## src/rtl/decode_arbiter_if.sv

```systemverilog
// rtl/decode_arbiter_if.sv - request/grant bundle between the requesters and the decode arbiter
interface decode_arbiter_if;
    logic [7:0] req;
    logic       done;
    logic [2:0] addr;
    logic       gnt_vld;
    logic [7:0] sel_n;
    logic       timeout;

    modport master (
        input  req,
        input  done,
        output addr,
        output gnt_vld,
        output sel_n,
        output timeout
    );

    modport slave (
        output req,
        output done,
        input  addr,
        input  gnt_vld,
        input  sel_n,
        input  timeout
    );
endinterface

```

## src/rtl/decode_arbiter.sv

```systemverilog
// rtl/decode_arbiter.sv - round-robin owner of the 8-way decoded select bus with hold limit
module decode_arbiter #(
    parameter int MAX_HOLD = 15,
    parameter int CW       = 4
) (
    input logic             clk,
    input logic             rst,
    decode_arbiter_if.master bus
);

    typedef enum logic [1:0] {
        IDLE    = 2'd0,
        GRANT   = 2'd1,
        RELEASE = 2'd2
    } state_t;

    localparam logic [CW-1:0] HOLD_LAST = CW'(MAX_HOLD - 1);

    state_t        state_q, state_d;
    logic [2:0]    addr_q, addr_d;
    logic [2:0]    last_q, last_d;
    logic [CW-1:0] cnt_q, cnt_d;
    logic          gnt_q, gnt_d;
    logic [7:0]    sel_q, sel_d;
    logic          to_q, to_d;

    logic [15:0]   req_dbl;
    logic [3:0]    rot_shift;
    logic [7:0]    req_rot;
    logic [2:0]    win_off;
    logic [2:0]    win_idx;
    logic          win_any;
    logic          rel_soft;
    logic          rel_hold;

    // Rotate so that bit 0 is the requester right after the last owner,
    // then the lowest set bit is the round-robin winner.
    always_comb begin
        req_dbl   = {bus.req, bus.req};
        rot_shift = {1'b0, last_q} + 4'd1;
        req_rot   = 8'(req_dbl >> rot_shift);
        win_off   = 3'd0;
        for (int i = 7; i >= 0; i--) begin
            if (req_rot[i]) begin
                win_off = 3'(i);
            end
        end
        win_idx = last_q + 3'd1 + win_off;
        win_any = |bus.req;
    end

    assign rel_soft = bus.done | ~bus.req[addr_q];
    assign rel_hold = (cnt_q == HOLD_LAST);

    always_ff @(posedge clk) begin
        if (rst) begin
            state_q <= IDLE;
            addr_q  <= 3'd0;
            last_q  <= 3'd7;
            cnt_q   <= '0;
            gnt_q   <= 1'b0;
            sel_q   <= 8'hFF;
            to_q    <= 1'b0;
        end else begin
            state_q <= state_d;
            addr_q  <= addr_d;
            last_q  <= last_d;
            cnt_q   <= cnt_d;
            gnt_q   <= gnt_d;
            sel_q   <= sel_d;
            to_q    <= to_d;
        end
    end

    always_comb begin
        state_d = state_q;
        case (state_q)
            IDLE: begin
                if (win_any) begin
                    state_d = GRANT;
                end
            end
            GRANT: begin
                if (rel_soft || rel_hold) begin
                    state_d = RELEASE;
                end
            end
            RELEASE: begin
                state_d = win_any ? GRANT : IDLE;
            end
            default: begin
                state_d = IDLE;
            end
        endcase
    end

    // Next values of the registered outputs; the dead cycle falls out of
    // GRANT always leaving through RELEASE.
    always_comb begin
        addr_d = addr_q;
        last_d = last_q;
        cnt_d  = cnt_q;
        gnt_d  = 1'b0;
        sel_d  = 8'hFF;
        to_d   = 1'b0;
        case (state_q)
            IDLE, RELEASE: begin
                if (win_any) begin
                    addr_d = win_idx;
                    last_d = win_idx;
                    cnt_d  = '0;
                    gnt_d  = 1'b1;
                    sel_d  = ~(8'h01 << win_idx);
                end
            end
            GRANT: begin
                if (rel_soft || rel_hold) begin
                    to_d = ~rel_soft;
                end else begin
                    gnt_d = 1'b1;
                    sel_d = sel_q;
                    cnt_d = cnt_q + 1'b1;
                end
            end
            default: begin
                gnt_d = 1'b0;
            end
        endcase
    end

    assign bus.addr    = addr_q;
    assign bus.gnt_vld = gnt_q;
    assign bus.sel_n   = sel_q;
    assign bus.timeout = to_q;

endmodule
```

## src/flat_wrapper.sv

```systemverilog
// flat-port wrapper written by rule: the top's interface ports become plain ports
module decode_arbiter_flat 
#(
    parameter int MAX_HOLD = 15,
    parameter int CW       = 4
)
  (clk, rst, bus_req, bus_done, bus_addr, bus_gnt_vld, bus_sel_n, bus_timeout);
  decode_arbiter_if bus_i ();
  input logic clk;
  input logic rst;
  input wire logic [$bits(bus_i.req)-1:0] bus_req;
  input wire logic [$bits(bus_i.done)-1:0] bus_done;
  output wire logic [$bits(bus_i.addr)-1:0] bus_addr;
  output wire logic [$bits(bus_i.gnt_vld)-1:0] bus_gnt_vld;
  output wire logic [$bits(bus_i.sel_n)-1:0] bus_sel_n;
  output wire logic [$bits(bus_i.timeout)-1:0] bus_timeout;
  assign bus_i.req = bus_req;
  assign bus_i.done = bus_done;
  assign bus_addr = bus_i.addr;
  assign bus_gnt_vld = bus_i.gnt_vld;
  assign bus_sel_n = bus_i.sel_n;
  assign bus_timeout = bus_i.timeout;
  decode_arbiter #(.MAX_HOLD(MAX_HOLD), .CW(CW)) u_core (.clk(clk), .rst(rst), .bus(bus_i));
endmodule
```

## config.mk

```make
export PLATFORM = sky130hd
export DESIGN_NAME = decode_arbiter_flat
export DESIGN_NICKNAME = d
export VERILOG_FILES = /design/src/rtl/decode_arbiter_if.sv /design/src/rtl/decode_arbiter.sv /design/src/flat_wrapper.sv
export SDC_FILE = /design/constraint.sdc
export NUM_CORES = 1
export LEC_CHECK = 0
export CAP_MARGIN = 20
export CORE_AREA = 2 2 58 60
export DETAILED_ROUTE_END_ITERATION = 16
export DIE_AREA = 0 0 60 62
export PLACE_DENSITY = 0.75
export SLEW_MARGIN = 10
export SYNTH_ARGS = -nofsm -noshare
export SYNTH_HDL_FRONTEND = slang
export SYNTH_SLANG_ARGS = --single-unit
```

## constraint.sdc

```tcl
create_clock -name clk -period 3.8 [get_ports clk]
set_input_delay 0.57 -clock clk [delete_from_list [all_inputs] [get_ports clk]]
set_output_delay 0.57 -clock clk [all_outputs]
set_load 0.01 [all_outputs]
```

==> flow_summary_export.csv <==
group,metric,value,unit
pwr,p_leak,0.717,nW
placed_design,dp_hpwl,2870,µm
clocking,cts_max_path_buffers,2,
route,route.detailed.drc,0,
yosys,netlist_instances,191,
placed_design,place.port_buffers,23,
clocking,cts.sinks,22,
timing,rsz0062_at_grt,"false",
worst_setup_path,start_kind,"primary input",
clocking,cts_tree,"built",
global_routing,grt_pass1_wl,6220,µm
yosys,synth_top_area_frac,0.273,
worst_setup_path,cp.arrival,3520,ps
flow_run,cap_violations,0,
worst_setup_path,crit_path_end_kind,"register",
worst_setup_path,worstPathCellList,"clkdlybuf4s50_1 -> mux2_2 -> mux2i_1 -> mux2i_1 -> o32a_1 -> nor2_1 -> o21ai_0 -> ha_1 -> fa_1 -> inv_1 -> xnor2_4 -> o32a_1",
timing,hold_viol,0,
yosys,synth_top_cell_by_area,"dfxtp_1",
floorplan,num_io_pins,24,
clocking,cts-buffers-inserted,3,
global_routing,grt_overflow_total,0,
floorplan,fp.dieH,62,µm
global_routing,first_global_vias,1328,
clocking,root_buffer,"clkbuf_4",
global_routing,grt.total_usage,0.222,
pwr,clockPowerShare,0.122,
floorplan,die_x,60,µm
worst_hold_path,hp-class,"reg -> reg",
yosys,synthTopCellsByCount,"dfxtp_1 (22), nor2_1 (20), a21oi_1 (15)",
pwr,switchingPower,0.655,mW
yosys,syn-num-nets,206,
yosys,ys_seq_area_frac,0.273,
worst_setup_path,cpPeakStageDelay,550,ps
route,vias,1524,
pwr,peakVddDrop,348,µV
worst_setup_path,cp.required,4020,ps
placed_design,pre_cts_ws,185,ps
placed_design,gp_congestion,0.910,
pwr,internal_power,0.830,mW
clocking,path_clk_slew,120,ps
run_status,status,"finished clean",
route,wl,3740,µm
timing,worst_slack,499,ps
timing,setup_viol,0,
final_layout,finish.net_count,226,
yosys,syn_area,1610,µm²
final_layout,antenna_cells,0,
timing,worst_slew_pin_slew,669,ps
route,dr.first_iter.drc_count,77,
yosys,synth-edff-count,0,
yosys,synthArstFlopShare,0,
clocking,clock_latency,320,ps
floorplan,rows,21,
timing,slew_violations,0,
route,firstDrtPassIters,4,
clocking,cts_resized,0,
final_layout,drive_above_1_share,0.0952,
timing,fmax,303,MHz
global_routing,grt_max_degree,18,
yosys,avgSynthCellArea,8.44,µm²
yosys,yosys-mux-area-fraction,0.137,
yosys,yosys.area_share.adder,0.0357,
yosys,synth-compound-area-share,0.240,
pwr,p_seq_frac,0.255,
worst_setup_path,cp_slowest_cell,"clkdlybuf4s50_1",
yosys,synth_simple_gate_area_frac,0.236,
floorplan,dieArea,3720,µm²
yosys,ys_seq_elements,22,
yosys,synth_top_cells_by_area,"dfxtp_1 (27%), mux2i_1 (5.6%), a21oi_1 (4.7%)",
pwr,p_per_area,773,nW/µm²
clocking,postCtsSetupBuffers,0,
yosys,synth_top_family_by_area,"compound AO/OA/AOI/OAI gates",
clocking,htree_levels,1,
timing,fin_crit,3300,ps
timing,slew_headroom,0.552,
yosys,synthDistinctLibCells,54,
timing,fin_worst_skew,9.10,ps
timing,hold_slack,486,ps
floorplan,start_util,0.507,
timing,fin_crit_sh,0.869,
route,drt-wirelength-per-cell,14.6,µm
clocking,postCtsHoldBufs,0,
final_layout,area_growth,19.2,%
route,detail_route.vias_per_cell,5.95,
global_routing,antenna_found_initial,0,
timing,final.setup.tns,0,ps
pwr,p_comb_frac,0.623,
yosys,synth-warning-count,0,
worst_setup_path,criticalPathCategory,"in -> reg",
pwr,swShare,0.441,
yosys,yosysMostFrequentCell,"dfxtp_1",
yosys,synth-xor-area-share,0.0279,
yosys,synth_flop_cell,"dfxtp_1",
floorplan,core,3180,µm²
worst_setup_path,crit_fanout,8,
route,postRouteAntennaNets,0,
final cells by class:
cell class                      count  area, µm²
Clock inverter                      1       30.0
Sequential cell                    22        440
Multi-Input combinational cell    151       1090
Fill cell                         284       1260
Tap cell                           46       57.6
Timing Repair Buffer               26        253
Inverter                            7       26.3
Clock buffer                        3       22.5
placed cells by master (no fill, tap or decap), types with 2 or more instances in the layout:
master and count:
a21oi_1 15, mux4_1 2, dfxtp_1 22, ha_1 3, o22a_1 3, nand3_1 11
nand2b_1 7, or3_1 5, a211oi_1 3, nand2_1 9, mux2_2 5, and2_1 3
a21o_1 2, clkbuf_4 3, inv_1 7, nor2b_1 2, o21ai_0 9, or2_0 4
o32a_1 2, buf_4 3, nor2_1 20, nor3_1 6, clkdlybuf4s50_1 23, a31oi_1 3
mux2i_1 9
critical path: cells and delay by family:
| kind | cells | cell delay (ps) |
|---|---|---|
| multiplexers | 3 | 610 |
| XOR/XNOR | 1 | 140 |
| AO/OA/AOI/OAI | 3 | 730 |
| adder cells (fa/ha/maj) | 2 | 640 |
| AND/OR/NAND/NOR | 1 | 80 |
| buffers and inverters | 2 | 760 |
power groups by stage:
stage	clock network (mW)	logic, mW	registers, mW
2_1_floorplan	0	0.676	0.360
3_3_place_gp	0	0.882	0.382
3_5_place_dp	0	0.913	0.386
4_1_cts	0.183	0.919	0.380
5_1_grt	0.195	1.03	0.391
6_report	0.181	0.925	0.379
worst paths after layout:
check,endpoint,from,slack (ps),depth (start not counted)
setup / recovery,u_core.bus.sel_n[5],bus_req[7],500,12
hold / removal,u_core.bus.sel_n[5],u_core.bus.sel_n[5],490,1
setup reg to reg,u_core.bus.sel_n[5],u_core.last_q[1],570,11
hold reg to reg,u_core.bus.sel_n[5],u_core.bus.sel_n[5],490,1
logic make-up (layout without fill, tap and decap cells):
kind of cell	count (synthesis)	after routing
muxes	17	17
xor gates and xnor gates	3	3
AOI/OAI and AO/OA	53	53
and+or+nand+nor	74	74
buffers and inverters	18	37
adders and majority gates	4	4
DFF	22	22
metrics by stage:
stage	cells	total power, mW	util	instance area [µm²]
after floorplan	191	1.04	-	1610
after global placement	252	1.26	0.588	1870
after detailed placement	252	1.30	0.588	1870
after CTS	256	1.48	0.604	1920
after global routing	256	1.62	0.604	1920
final	256	1.48	0.604	1920
layer usage:
layer  share of wire  global-route usage
met3           0.044              0.0311
met2            0.49               0.356
met5               0                   0
met4           0.018              0.0857
met1            0.45               0.305
state kept, by name, summed over array words and instances (netlist names):
register / flops
u_core.bus.sel_n: 8
u_core.cnt_q: 4
u_core.bus.addr: 3
u_core.last_q: 3
u_core.state_q: 2
u_core.bus.gnt_vld: 1
u_core.bus.timeout: 1
Note: power is estimated with default switching activity, not from simulation.
